File: src/rtl/if_stage_pkg.sv
// Shared fetch-pipeline types: reset/bubble defaults, IF/ID bundle and fetch FSM states.
// Pure declarations. No logic, latency or backpressure of its own.
package if_stage_pkg;

   localparam logic [31:0] RESET_PC_DEF = 32'h0000_0000;
   localparam logic [31:0] NOP_INST_DEF = 32'h0000_0013;

   typedef struct packed {
      logic        valid;
      logic [31:0] pc;
      logic [31:0] pc4;
      logic [31:0] inst;
   } if_id_t;

   typedef enum logic {
      BOOT = 1'b0,
      RUN  = 1'b1
   } fetch_state_e;

   function automatic if_id_t if_id_bubble(input logic [31:0] nop);
      if_id_t b;
      b.valid = 1'b0;
      b.pc    = 32'h0;
      b.pc4   = 32'h0;
      b.inst  = nop;
      return b;
   endfunction

endpackage

File: src/rtl/if_stage_if.sv
// Fetch-stage bus: hazard/redirect controls in, imem address and IF/ID bundle out.
// master = fetch stage, slave = surrounding pipeline and instruction memory.
interface if_stage_if;
   logic        stall;
   logic        flush;
   logic        redirect_valid;
   logic [31:0] redirect_pc;
   logic [31:0] pc;
   logic [31:0] inst;
   logic        if_id_valid;
   logic [31:0] if_id_pc;
   logic [31:0] if_id_pc4;
   logic [31:0] if_id_inst;
   logic        fetch_misalign;

   modport master (
      input  stall, flush, redirect_valid, redirect_pc, inst,
      output pc, if_id_valid, if_id_pc, if_id_pc4, if_id_inst, fetch_misalign
   );

   modport slave (
      output stall, flush, redirect_valid, redirect_pc, inst,
      input  pc, if_id_valid, if_id_pc, if_id_pc4, if_id_inst, fetch_misalign
   );
endinterface

File: src/rtl/if_stage_if_id_reg.sv
// IF/ID pipeline register, 1-cycle latency; clear (bubble) beats hold.
// Hold freezes every field so a stalled instruction is neither lost nor duplicated.
module if_stage_if_id_reg
   import if_stage_pkg::*;
#(
   parameter logic [31:0] NOP_INST = NOP_INST_DEF
) (
   input  logic   i_clk,
   input  logic   i_rst_n,
   input  logic   i_hold,
   input  logic   i_clear,
   input  if_id_t i_dat,
   output if_id_t o_dat
);

   if_id_t r_dat;

   always_ff @(posedge i_clk) begin
      if (!i_rst_n || i_clear) begin
         r_dat <= if_id_bubble(NOP_INST);
      end else if (!i_hold) begin
         r_dat <= i_dat;
      end
   end

   assign o_dat = r_dat;

endmodule

File: src/rtl/if_stage.sv
// Fetch stage: PC register + BOOT/RUN FSM feeding IF/ID (pc -> if_id 1 cycle, redirect penalty 1 bubble).
// Stall holds PC and IF/ID; redirect beats stall. FETCH_MISALIGN_CHK_EN flags low-bit redirects.
module if_stage
   import if_stage_pkg::*;
#(
   parameter logic [31:0] RESET_PC = RESET_PC_DEF,
   parameter logic [31:0] NOP_INST = NOP_INST_DEF
) (
   input logic         clk,
   input logic         rst_n,
   if_stage_if.master  bus
);

   fetch_state_e r_state;
   fetch_state_e w_state_nxt;
   logic [31:0]  r_pc;
   logic [31:0]  w_pc_nxt;
   logic [31:0]  w_redir_tgt;
   logic         w_hold;
   logic         w_clear;
   if_id_t       w_capture;
   if_id_t       w_if_id;

   // Targets are forced word-aligned; the raw low bits only feed the misalign check.
   assign w_redir_tgt = bus.redirect_pc & 32'hFFFF_FFFC;

   always_ff @(posedge clk) begin
      if (!rst_n) begin
         r_state <= BOOT;
         r_pc    <= RESET_PC;
      end else begin
         r_state <= w_state_nxt;
         r_pc    <= w_pc_nxt;
      end
   end

   always_comb begin
      w_state_nxt = r_state;
      w_pc_nxt    = r_pc;
      w_hold      = 1'b0;
      w_clear     = 1'b0;
      case (r_state)
         BOOT: begin
            w_state_nxt = RUN;
            w_pc_nxt    = RESET_PC;
            w_clear     = 1'b1;
         end
         RUN: begin
            if (bus.redirect_valid) begin
               w_pc_nxt = w_redir_tgt;
               w_clear  = 1'b1;
            end else begin
               if (!bus.stall) begin
                  w_pc_nxt = r_pc + 32'd4;
               end
               // Flush only kills IF/ID; a concurrent stall still freezes the PC.
               if (bus.flush) begin
                  w_clear = 1'b1;
               end else if (bus.stall) begin
                  w_hold = 1'b1;
               end
            end
         end
         default: begin
            w_state_nxt = BOOT;
            w_pc_nxt    = RESET_PC;
            w_clear     = 1'b1;
         end
      endcase
   end

   always_comb begin
      w_capture.valid = 1'b1;
      w_capture.pc    = r_pc;
      w_capture.pc4   = r_pc + 32'd4;
      w_capture.inst  = bus.inst;
   end

   if_stage_if_id_reg #(
      .NOP_INST (NOP_INST)
   ) u_if_id_reg (
      .i_clk   (clk),
      .i_rst_n (rst_n),
      .i_hold  (w_hold),
      .i_clear (w_clear),
      .i_dat   (w_capture),
      .o_dat   (w_if_id)
   );

`ifdef FETCH_MISALIGN_CHK_EN
   logic r_misalign;

   always_ff @(posedge clk) begin
      if (!rst_n) begin
         r_misalign <= 1'b0;
      end else begin
         r_misalign <= (r_state == RUN) && bus.redirect_valid && (bus.redirect_pc[1:0] != 2'b00);
      end
   end

   assign bus.fetch_misalign = r_misalign;
`else
   assign bus.fetch_misalign = 1'b0;
`endif

   assign bus.pc          = r_pc;
   assign bus.if_id_valid = w_if_id.valid;
   assign bus.if_id_pc    = w_if_id.pc;
   assign bus.if_id_pc4   = w_if_id.pc4;
   assign bus.if_id_inst  = w_if_id.inst;

endmodule
File: src/flat_wrapper.sv
// flat-port wrapper written by rule: the top's interface ports become plain ports
module if_stage_flat import if_stage_pkg::*;
#(
   parameter logic [31:0] RESET_PC = RESET_PC_DEF,
   parameter logic [31:0] NOP_INST = NOP_INST_DEF
)
  (clk, rst_n, bus_stall, bus_flush, bus_redirect_valid, bus_redirect_pc, bus_inst, bus_pc, bus_if_id_valid, bus_if_id_pc, bus_if_id_pc4, bus_if_id_inst, bus_fetch_misalign);
  if_stage_if bus_i ();
  input logic clk;
  input logic rst_n;
  input wire logic [$bits(bus_i.stall)-1:0] bus_stall;
  input wire logic [$bits(bus_i.flush)-1:0] bus_flush;
  input wire logic [$bits(bus_i.redirect_valid)-1:0] bus_redirect_valid;
  input wire logic [$bits(bus_i.redirect_pc)-1:0] bus_redirect_pc;
  input wire logic [$bits(bus_i.inst)-1:0] bus_inst;
  output wire logic [$bits(bus_i.pc)-1:0] bus_pc;
  output wire logic [$bits(bus_i.if_id_valid)-1:0] bus_if_id_valid;
  output wire logic [$bits(bus_i.if_id_pc)-1:0] bus_if_id_pc;
  output wire logic [$bits(bus_i.if_id_pc4)-1:0] bus_if_id_pc4;
  output wire logic [$bits(bus_i.if_id_inst)-1:0] bus_if_id_inst;
  output wire logic [$bits(bus_i.fetch_misalign)-1:0] bus_fetch_misalign;
  assign bus_i.stall = bus_stall;
  assign bus_i.flush = bus_flush;
  assign bus_i.redirect_valid = bus_redirect_valid;
  assign bus_i.redirect_pc = bus_redirect_pc;
  assign bus_i.inst = bus_inst;
  assign bus_pc = bus_i.pc;
  assign bus_if_id_valid = bus_i.if_id_valid;
  assign bus_if_id_pc = bus_i.if_id_pc;
  assign bus_if_id_pc4 = bus_i.if_id_pc4;
  assign bus_if_id_inst = bus_i.if_id_inst;
  assign bus_fetch_misalign = bus_i.fetch_misalign;
  if_stage #(.RESET_PC(RESET_PC), .NOP_INST(NOP_INST)) u_core (.clk(clk), .rst_n(rst_n), .bus(bus_i));
endmodule
File: config.mk
export PLATFORM = sky130hd
export DESIGN_NAME = if_stage_flat
export DESIGN_NICKNAME = d
export VERILOG_FILES = /design/src/rtl/if_stage_pkg.sv /design/src/rtl/if_stage_if.sv /design/src/rtl/if_stage_if_id_reg.sv /design/src/rtl/if_stage.sv /design/src/flat_wrapper.sv
export SDC_FILE = /design/constraint.sdc
export NUM_CORES = 1
export LEC_CHECK = 0
export CAP_MARGIN = 10
export CORE_UTILIZATION = 45
export CTS_CLUSTER_DIAMETER = 80
export DETAILED_ROUTE_END_ITERATION = 10
export GPL_ROUTABILITY_DRIVEN = 0
export PLACE_DENSITY = 0.86
export SLEW_MARGIN = 20
export SYNTH_ARGS = -nofsm -noshare
export SYNTH_HDL_FRONTEND = slang
export SYNTH_SLANG_ARGS = --single-unit
File: constraint.sdc
create_clock -name clk -period 3.1 [get_ports clk]
set_clock_uncertainty 0.2 [all_clocks]
set_input_delay 0.62 -clock clk [delete_from_list [all_inputs] [get_ports clk]]
set_output_delay 0.62 -clock clk [all_outputs]
set_load 0.02 [all_outputs]
==> results by group, run 1 <==
STA
  • Minimum clock period: 2.58 ns
  • Setup TNS: 0 ns
  • Hold Violations, Final: 0
  • Final count of negative-setup-slack endpoints: 0
  • Rel. slew slack: 58.2%
  • RSZ-0062 raised after global routing: false
  • Max Fclk: 387 MHz
  • Max-slew violations: 0
  • Final period util: 83.4%
  • Actual slew at the worst max-slew pin: 0.622 ns
  • Fin worst setup slack: 0.516 ns

Cells and area
  • Sequential Area: 2480 µm²
  • Share of cells above drive strength 1: 8.42%
  • Multi-input logic area: 2640 µm²
  • Area delta synth->final: 41.7%
  • Nets: 912
  • Ant. Diodes: 0
  • FILL cells: 1,027
  • Post-route cell area: 8030 µm²
  • Layout Cells excl Fill: 1,023

Die
  • Num ports: 199
  • Die W: 114 µm
  • Core area: 12,200 µm²
  • Starting density of the core: 46.6%
  • DIE AREA: 13,000 µm²
  • Cell row count: 40
  • Die Ht: 114 µm

Synthesis
  • Synth Area in XOR/XNOR: 7.88%
  • Adder-Cell Fraction of Synth Area: 0.221%
  • FFs w/ async S/R, synth: 0%
  • Leading area contributor after synthesis: dfxtp_1
  • #FFs+latches synth: 124
  • Cell area after synthesis: 5670 µm²
  • Post-synth top flop: dfxtp_1
  • Cells after Synth: 702
  • Warnings, synthesis: 0
  • Register area share after synthesis: 43.8%
  • Library cells used by synthesis: 50
  • Mean Syn Cell Area: 8.07 µm²
  • Main combinational cell family by area after synthesis: simple AND/OR/NAND/NOR gates
  • Commonest cells in the netlist: nand2_1, dfxtp_1, a21oi_1
  • Post-synthesis compound-gate area fraction: 15.8%
  • Post-Synth Simple-Gate Area: 21.4%
  • Top cell type's share of synthesized area: 43.8%
  • Post-synthesis mux area share: 0.530%
  • Most frequent cell after synthesis: nand2_1
  • Number of synthesized flops with an enable pin: 0
  • Ranking of synthesized cells by area: dfxtp_1, a21oi_1, nand2_1, xnor2_1, buf_4

Routing
  • Initial drt markers: 438
  • WL met1: 6.56 mm
  • Vias per inst: 5.33
  • Initial DRT Pass Iterations: 5
  • Top routing layer in use: met4
  • Wire per inst: 16.5 µm
  • Met2 Wirelength: 8.33 mm
  • Routed Antenna Nets: 0
  • Via total after detailed routing: 5,449
  • DRC viols: 0
  • Met3 Wirelength: 1.42 mm
  • Drt total wl: 16.9 mm

CTS
  • CTS Buf Count: 17
  • CTS tree: done
  • Post-cts resize count: 0
  • Sink Count: 124
  • Clock buffer depth: 2
  • Setup bufs post-CTS: 0
  • Clk Latency, worst-skew pair: 0.42 ns
  • Hold buffer count at CTS: 0
  • H-Tree Level Count: 4
  • CTS clock-pin slew for the worst setup and hold paths: 0.06 ns
  • Root buf cell: clkbuf_16

Status
  • Status: finished, final reports clean

Critical path
  • Worst setup SP type: flop
  • Kind of end point of the critical path: flop
  • WP data arrival: 2.67 ns
  • R2r endpoint: u_core.bus.pc[26]
  • Reg2reg start: u_core.bus.pc[2]
  • Worst r2r path cells: 6
  • WS Path Type: flop to flop
  • Minimum setup slack among reg-to-reg paths: 0.52 ns
  • Crit path from: u_core.bus.pc[2]
  • Critical path destination: u_core.bus.pc[26]
  • CP required: 3.18 ns
  • Crit Path Max Fanout: 9

Global route
  • First-pass GRT wire length: 26.6 mm
  • Largest net degree at the start of global routing: 51
  • Initial antenna violation count: 0
  • Gr usage total: 26.7%
  • Vias in the first global route: 5,161
  • GR Overflow Total: 0

Worst hold path
  • HP Class: flop to flop
  • Hold depth: 2

Placement
  • Dpl cell area: 7440 µm²
  • Dpl hpwl: 11.6 mm
  • Post-placement cell count: 991
  • Port bufs: 189
  • Post-place setup slack: 0.219 ns

Power
  • P per Cell Area: 496 nW/µm²
  • Worst-case vdd ir drop: 0.467 mV
  • LEAKAGE: 2.73 nW
  • Final Power: 3.98 mW

Flow run
  • Max-cap violations: 0
[sequential cells by signal, indices dropped and copies added, names as in the netlist]
| signal | cells |
|---|---|
| u_core.bus.pc | 30 |
| u_core.r_state | 1 |
| u_core.u_if_id_reg.o_dat | 93 |
[routing by layer]
metal  track usage, %  up-vias
met3             9.00       46
li1                 -     2603
met4             13.2        0
met1             30.8     2553
met2             44.0      247
met5                0        -
[placed cells by master (no fill, tap or decap), types with 3 or more instances in the layout]
master,n
clkdlybuf4s50_1,189
nand2_1,135
dfxtp_1,124
a21oi_1,110
o21ai_0,48
xnor2_1,42
nor2_1,30
buf_4,21
clkbuf_16,17
nand3_1,14
nor3_1,12
xor2_1,9
nand4_1,8
nor4_1,8
conb_1,7
and3_1,6
clkinvlp_4,6
a211oi_1,5
inv_1,4
clkinv_4,4
nor2b_1,3
nand2b_1,3
and4_1,3
and2_1,3
nor4_4,3
o22ai_1,3
mux2i_1,3
[where the power goes]
group / total, mW / switching, mW / internal (mW)
clock: 1.95 / 0.746 / 1.20
combinational: 0.367 / 0.186 / 0.180
sequential: 1.66 / 0.0386 / 1.62
total: 3.98 / 0.970 / 3.01
[logic make-up after synthesis]
group	Yosys count
buffers and inverters	102
other	1
xor gates and xnor gates	51
DFF	124
muxes	3
and+or+nand+nor	248
adders and majority gates	1
AOI/OAI and AO/OA	172
[metrics by stage]
| stage | utilization, % | hold WS [ns] |
|---|---|---|
| after floorplan | - | 0.269 |
| after global placement | 61.2 | 0.237 |
| after detailed placement | 61.2 | 0.242 |
| after CTS | 66.0 | 0.250 |
| after global routing | 66.0 | 0.268 |
| final | 66.0 | 0.248 |
[worst min path at each step]
stage          slack (ns)                      endpoint                          from
2_1_floorplan        0.27  u_core.u_if_id_reg.o_dat[95]             u_core.bus.pc[31]
3_3_place_gp         0.24   u_core.u_if_id_reg.o_dat[8]   u_core.u_if_id_reg.o_dat[8]
3_5_place_dp         0.24   u_core.u_if_id_reg.o_dat[9]   u_core.u_if_id_reg.o_dat[9]
4_1_cts              0.25   u_core.u_if_id_reg.o_dat[9]   u_core.u_if_id_reg.o_dat[9]
5_1_grt              0.27  u_core.u_if_id_reg.o_dat[35]  u_core.u_if_id_reg.o_dat[35]
6_report             0.25   u_core.u_if_id_reg.o_dat[9]   u_core.u_if_id_reg.o_dat[9]
[cell type report]
cell class / count / share of cell area, %
Timing Repair Buffer: 212 / 26.0
Tap cell: 168 / 2.62
Clock buffer: 19 / 5.52
Sequential cell: 124 / 30.9
Multi-Input combinational cell: 482 / 32.9
Inverter: 5 / 0.234
Clock inverter: 13 / 1.81
[critical path, stage by stage, from the launching register on]
cell and delay (ns):
dfxtp_1 0.33, ha_1 0.26, nand4_1 0.36, or3_1 0.64, nor4_1 0.36, xnor2_1 0.18
a21oi_1 0.12
(Power assumes the default switching activity.)
==> run 2: changes to the inputs <==
clock period = 2.67 ns   (was 3.1 ns; I/O delays follow)
==> results by group, run 2 (synthesis gave the netlist of run 1 again) <==
CTS
  • Post-cts resize count: 0 (unchanged)
  • Clk Latency, worst-skew pair: 0.43 ns (about the same)
  • H-Tree Level Count: 4 (unchanged)
  • CTS clock-pin slew for the worst setup and hold paths: 0.06 ns (about the same)
  • Clock buffer depth: 2 (unchanged)
  • Hold buffer count at CTS: 0 (unchanged)
  • Sink Count: 124 (unchanged)
  • CTS tree: done
  • Root buf cell: clkbuf_16
  • CTS Buf Count: 17 (unchanged)
  • Setup bufs post-CTS: 0 (unchanged)

Status
  • Status: finished, final reports clean

Critical path
  • CP Buf/Inv Count: 1 (+1)
  • WP data arrival: 1.70 ns (-0.97 ns)
  • CP required: 1.94 ns (-1.24 ns)
  • Worst r2r path cells: 6 (unchanged)
  • Largest delay share family, worst path: buffers and inverters
  • Crit Path Max Fanout: 9 (unchanged)
  • WP depth: 1 (-5)
  • CP Cell Sequence: clkdlybuf4s50_1
  • WS Path Type: flop to output port
  • Reg2reg start: u_core.bus.pc[2]
  • Slowest stage cell on the critical path: clkdlybuf4s50_1
  • Slowest stage delay, CP: 0.69 ns (+0.05 ns)
  • Minimum setup slack among reg-to-reg paths: 0.28 ns (-0.24 ns)
  • Worst setup SP type: flop
  • Kind of end point of the critical path: output port
  • R2r endpoint: u_core.bus.pc[24]

Cells and area
  • Layout Cells excl Fill: 1,035 (+1.2%)
  • Nets: 924 (+1.3%)
  • Area delta synth->final: 44.0%
  • Share of cells above drive strength 1: 9.80% (+1.4 points)
  • Post-route cell area: 8160 µm² (+1.6%)
  • Commonest non-fill, non-tap cell in the layout: clkdlybuf4s50_1
  • Max FFs per register: 93 (unchanged)
  • FILL cells: 986 (-4.0%)
  • Fin util: 67.1% (+1.1 points)
  • Ant. Diodes: 0 (unchanged)
  • Most frequent cells in the layout: clkdlybuf4s50_1, nand2_1, dfxtp_1, a21oi_1, o21ai_0

Global route
  • Initial antenna violation count: 0 (unchanged)
  • GR Overflow Total: 0 (unchanged)
  • Largest net degree at the start of global routing: 54 (+5.9%)
  • First-pass GRT wire length: 25.5 mm (-4.0%)
  • Vias in the first global route: 4,938 (-4.3%)
  • Gr usage total: 25.7% (-0.95 points)

Die
  • DIE AREA: 13,000 µm² (unchanged)
  • Die Ht: 114 µm (unchanged)
  • Num ports: 199 (unchanged)
  • Cell row count: 40 (unchanged)
  • Core area: 12,200 µm² (unchanged)
  • Starting density of the core: 46.6% (unchanged)
  • Die W: 114 µm (unchanged)

STA
  • Final period util: 91.2%
  • Max-slew violations: 0 (unchanged)
  • Actual slew at the worst max-slew pin: 0.647 ns (+0.0247 ns)
  • Final count of negative-setup-slack endpoints: 0 (unchanged)
  • Max Fclk: 410 MHz
  • RSZ-0062 raised after global routing: false
  • Hold Violations, Final: 0 (unchanged)
  • Rel. slew slack: 56.5% (-1.7 points)
  • Setup TNS: 0 ns (unchanged)
  • Minimum clock period: 2.44 ns

Flow run
  • Max-cap violations: 0 (unchanged)

Routing
  • Top routing layer in use: met4
  • Initial drt markers: 427 (-2.5%)
  • Vias per inst: 5.25 (-1.4%)
  • Drt total wl: 16.8 mm (-0.36%)
  • Routed Antenna Nets: 0 (unchanged)
  • WL met1: 6.91 mm (+5.4%)
  • DRC viols: 0 (unchanged)
  • Wire per inst: 16.3 µm (-1.5%)
  • Initial DRT Pass Iterations: 5 (unchanged)
  • Met2 Wirelength: 8.19 mm (-1.7%)
  • Met3 Wirelength: 1.34 mm (-5.8%)
  • Via total after detailed routing: 5,437 (-0.22%)

Placement
  • Port bufs: 189 (unchanged)
  • Dpl cell area: 7570 µm² (+1.7%)
  • Post-placement cell count: 1,003 (+1.2%)
  • Dpl hpwl: 11.9 mm (+2.1%)

Power
  • Clock share of power: 49.1% (about the same)
  • P per Cell Area: 571 nW/µm² (+15%)
  • Power Internal: 3.49 mW (+16%)
  • LEAKAGE: 2.81 nW (+2.7%)
  • Final Power: 4.66 mW (+17%)
  • Sw Pwr: 1.17 mW (+21%)
  • Worst-case vdd ir drop: 0.478 mV (+2.4%)
  • Sequential share of power: 41.2% (-0.6 points)
  • Logic pwr share: 9.7% (+0.5 points)
  • Sw frac: 25.2% (+0.77 points)

Worst hold path
  • WHS Endpoint: u_core.u_if_id_reg.o_dat[84]
  • HP Class: flop to flop
  • HP Start: u_core.u_if_id_reg.o_dat[84]
  • Hold depth: 2 (unchanged)
==> run 2: power by group through the flow <==
stage	combinational (mW)	sequential (mW)	clock [mW]
after floorplan	0.231	1.97	0
after global placement	0.438	1.96	0
after detailed placement	0.443	1.96	0
after CTS	0.448	1.92	2.32
after global routing	0.479	1.93	2.41
final	0.450	1.92	2.29
==> run 2: final cells by class <==
class | instances | area (µm²) | share of cell area (%)
well taps | 168 | 210 | 2.58
multi-input cells | 482 | 2640 | 32.4
inverters | 5 | 18.8 | 0.230
clock inverters | 15 | 165 | 2.02
repair buffers | 224 | 2220 | 27.2
flip-flops and latches | 124 | 2480 | 30.4
clock buffers | 17 | 425 | 5.21
==> run 2: per-stage QoR <==
stage	hold slack, ns	setup slack (ns)
after floorplan	0.269	0.420
after global placement	0.237	0.150
after detailed placement	0.242	0.125
after CTS	0.250	0.215
after global routing	0.264	0.170
final	0.247	0.234
==> run 2: metal layers <==
| layer | up-vias | track usage (%) |
|---|---|---|
| met5 | - | 0 |
| met3 | 41 | 9.37 |
| li1 | 2623 | - |
| met2 | 229 | 41.9 |
| met4 | 0 | 10.0 |
| met1 | 2544 | 30.8 |
==> run 2: worst max-delay path by stage <==
stage                                        end  slack (ns)               from
global placement    u_core.u_if_id_reg.o_dat[79]        0.15          bus_stall
detailed placement  u_core.u_if_id_reg.o_dat[22]        0.12          bus_stall
finish                                bus_pc[19]        0.23  u_core.bus.pc[19]
global route                   u_core.bus.pc[26]        0.17   u_core.bus.pc[3]
floorplan           u_core.u_if_id_reg.o_dat[62]        0.42   u_core.bus.pc[2]
CTS                                   bus_pc[19]        0.21  u_core.bus.pc[19]
==> run 3: changes to the inputs <==
REMOVE_ABC_BUFFERS = 1   (was not set)
SLEW_MARGIN = not set   (was 20)
==> results by group, run 3 (synthesis gave the netlist of run 1 again) <==
Status
  • Status: finished, final reports clean

Die
  • Core area: 12,200 µm² (unchanged)
  • DIE AREA: 13,000 µm² (unchanged)
  • Cell row count: 40 (unchanged)
  • Die Ht: 114 µm (unchanged)
  • Num ports: 199 (unchanged)
  • Die W: 114 µm (unchanged)
  • Starting density of the core: 46.6% (unchanged)

STA
  • Rel. slew slack: 63.0% (+6.5 points)
  • Max Fclk: 411 MHz (+0.18%)
  • Minimum clock period: 2.43 ns (-0.00444 ns)
  • Hold Violations, Final: 0 (unchanged)
  • Actual slew at the worst max-slew pin: 0.550 ns (-0.0961 ns)
  • Final period util: 91.1% (-0.17 points)
  • Final count of negative-setup-slack endpoints: 0 (unchanged)
  • Max-slew violations: 0 (unchanged)
  • RSZ-0062 raised after global routing: false

Global route
  • Largest net degree at the start of global routing: 57 (+5.6%)
  • Gr usage total: 25.3% (-0.46 points)
  • Initial antenna violation count: 0 (unchanged)
  • First-pass GRT wire length: 25.6 mm (+0.22%)
  • Vias in the first global route: 5,136 (+4.0%)
  • GR Overflow Total: 0 (unchanged)

Critical path
  • Slowest stage cell on the critical path: clkdlybuf4s50_1
  • Worst setup SP type: flop
  • Worst r2r path cells: 6 (unchanged)
  • Crit Path Max Fanout: 9 (unchanged)
  • Largest delay share family, worst path: buffers and inverters
  • R2r endpoint: u_core.u_if_id_reg.o_dat[62]
  • WS Path Type: flop to output port
  • Reg2reg start: u_core.bus.pc[3]
  • WP data arrival: 1.70 ns (about the same)
  • CP Buf/Inv Count: 1 (unchanged)
  • Kind of end point of the critical path: output port
  • Slowest stage delay, CP: 0.69 ns (about the same)
  • CP Cell Sequence: clkdlybuf4s50_1
  • Crit path from: u_core.bus.pc[19]
  • Minimum setup slack among reg-to-reg paths: 0.32 ns (+0.04 ns)
  • CP required: 1.94 ns (about the same)

CTS
  • Clk Latency, worst-skew pair: 0.42 ns (about the same)
  • Hold buffer count at CTS: 0 (unchanged)
  • H-Tree Level Count: 4 (unchanged)
  • Post-cts resize count: 0 (unchanged)
  • CTS Buf Count: 17 (unchanged)
  • CTS clock-pin slew for the worst setup and hold paths: 0.05 ns (about the same)
  • Setup bufs post-CTS: 0 (unchanged)
  • Sink Count: 124 (unchanged)
  • CTS tree: done
  • Root buf cell: clkbuf_16
  • Clock buffer depth: 2 (unchanged)

Routing
  • Routed Antenna Nets: 0 (unchanged)
  • Wire per inst: 15.4 µm (-5.3%)
  • Via total after detailed routing: 5,353 (-1.5%)
  • DRC viols: 0 (unchanged)
  • Initial drt markers: 343 (-20%)
  • Initial DRT Pass Iterations: 7 (+2)
  • Vias per inst: 5.21 (-0.78%)
  • Drt total wl: 15.8 mm (-6.0%)

Cells and area
  • Layout Cells excl Fill: 1,027 (-0.77%)
  • Ant. Diodes: 0 (unchanged)
  • Post-route cell area: 8080 µm² (-1.0%)
  • Max FFs per register: 93 (unchanged)
  • Nets: 921 (-0.32%)
  • Area delta synth->final: 42.5%
  • Share of cells above drive strength 1: 8.50% (-1.3 points)
  • Most frequent cells in the layout: clkdlybuf4s50_1, nand2_1, dfxtp_1, a21oi_1, o21ai_0
  • FILL cells: 989 (+0.30%)
  • Commonest non-fill, non-tap cell in the layout: clkdlybuf4s50_1

Worst hold path
  • HP Class: flop to flop
  • Hold depth: 2 (unchanged)
  • WHS Endpoint: u_core.u_if_id_reg.o_dat[14]
  • HP Start: u_core.u_if_id_reg.o_dat[14]

Power
  • Final Power: 4.55 mW (-2.3%)
  • Worst-case vdd ir drop: 0.456 mV (-4.7%)
  • LEAKAGE: 2.79 nW (-0.73%)
  • P per Cell Area: 564 nW/µm² (-1.3%)

Placement
  • Post-placement cell count: 1,000 (-0.30%)
  • Port bufs: 189 (unchanged)
  • Dpl cell area: 7520 µm² (-0.63%)
  • Dpl hpwl: 10.9 mm (-7.9%)

Flow run
  • Max-cap violations: 0 (unchanged)
[run 3: changes by cell type in the layout (fill, tap and decap cells not counted), sizes merged]
| cell | change |
|---|---|
| buf | -3 |
| clkinv | -2 |
| clkinvlp | -7 |
| inv | -4 |
| clkbuf | +8 |
[run 3: worst max path at each step]
| stage | end | slack (ns) | cells after the start |
|---|---|---|---|
| after CTS | bus_pc[19] | 0.22 | 1 |
| after detailed placement | u_core.u_if_id_reg.o_dat[36] | 0.16 | 4 |
| after global placement | u_core.bus.pc[20] | 0.20 | 5 |
| after floorplan | u_core.u_if_id_reg.o_dat[41] | -0.44 | 4 |
| final | bus_pc[19] | 0.24 | 1 |
| after global routing | bus_pc[19] | 0.20 | 1 |
[run 3: worst min-delay path: stages, from the launching register on]
cell,delay (ns)
dfxtp_1,0.30
nand2_1,0.05
a21oi_1,0.05
[run 3: cell type report]
class / count / area, µm² / area share, %
clock inverter: 2 / 60.1 / 0.744
sequential: 124 / 2480 / 30.7
clock buffer: 25 / 495 / 6.13
tap: 168 / 210 / 2.60
multi-input combinational: 482 / 2640 / 32.7
timing repair buffer: 221 / 2170 / 26.9
inverter: 5 / 18.8 / 0.232
[run 3: layer usage]
metal  GRT usage (%)  wire length (µm)
met1            31.0              6760
met5               0                 0
met3            8.47              1210
met4            9.78               339
met2            40.8              7520
[run 3: where the power goes]
group / leakage, nW / total [mW] / internal [mW] / switching [mW]
combinational: 1.51 / 0.437 / 0.217 / 0.219
sequential: 1.00 / 1.93 / 1.89 / 0.0384
clock: 0.271 / 2.19 / 1.44 / 0.748
[run 3: stage by stage]
| step | util [%] | hold slack, ns | setup WS [ns] | setup TNS (ns) |
|---|---|---|---|---|
| floorplan | - | 0.330 | -0.437 | -26.95 |
| CTS | 66.4 | 0.250 | 0.216 | 0 |
| finish | 66.4 | 0.247 | 0.238 | 0 |
| global placement | 61.8 | 0.237 | 0.200 | 0 |
| detailed placement | 61.8 | 0.244 | 0.155 | 0 |
| global route | 66.4 | 0.261 | 0.202 | 0 |
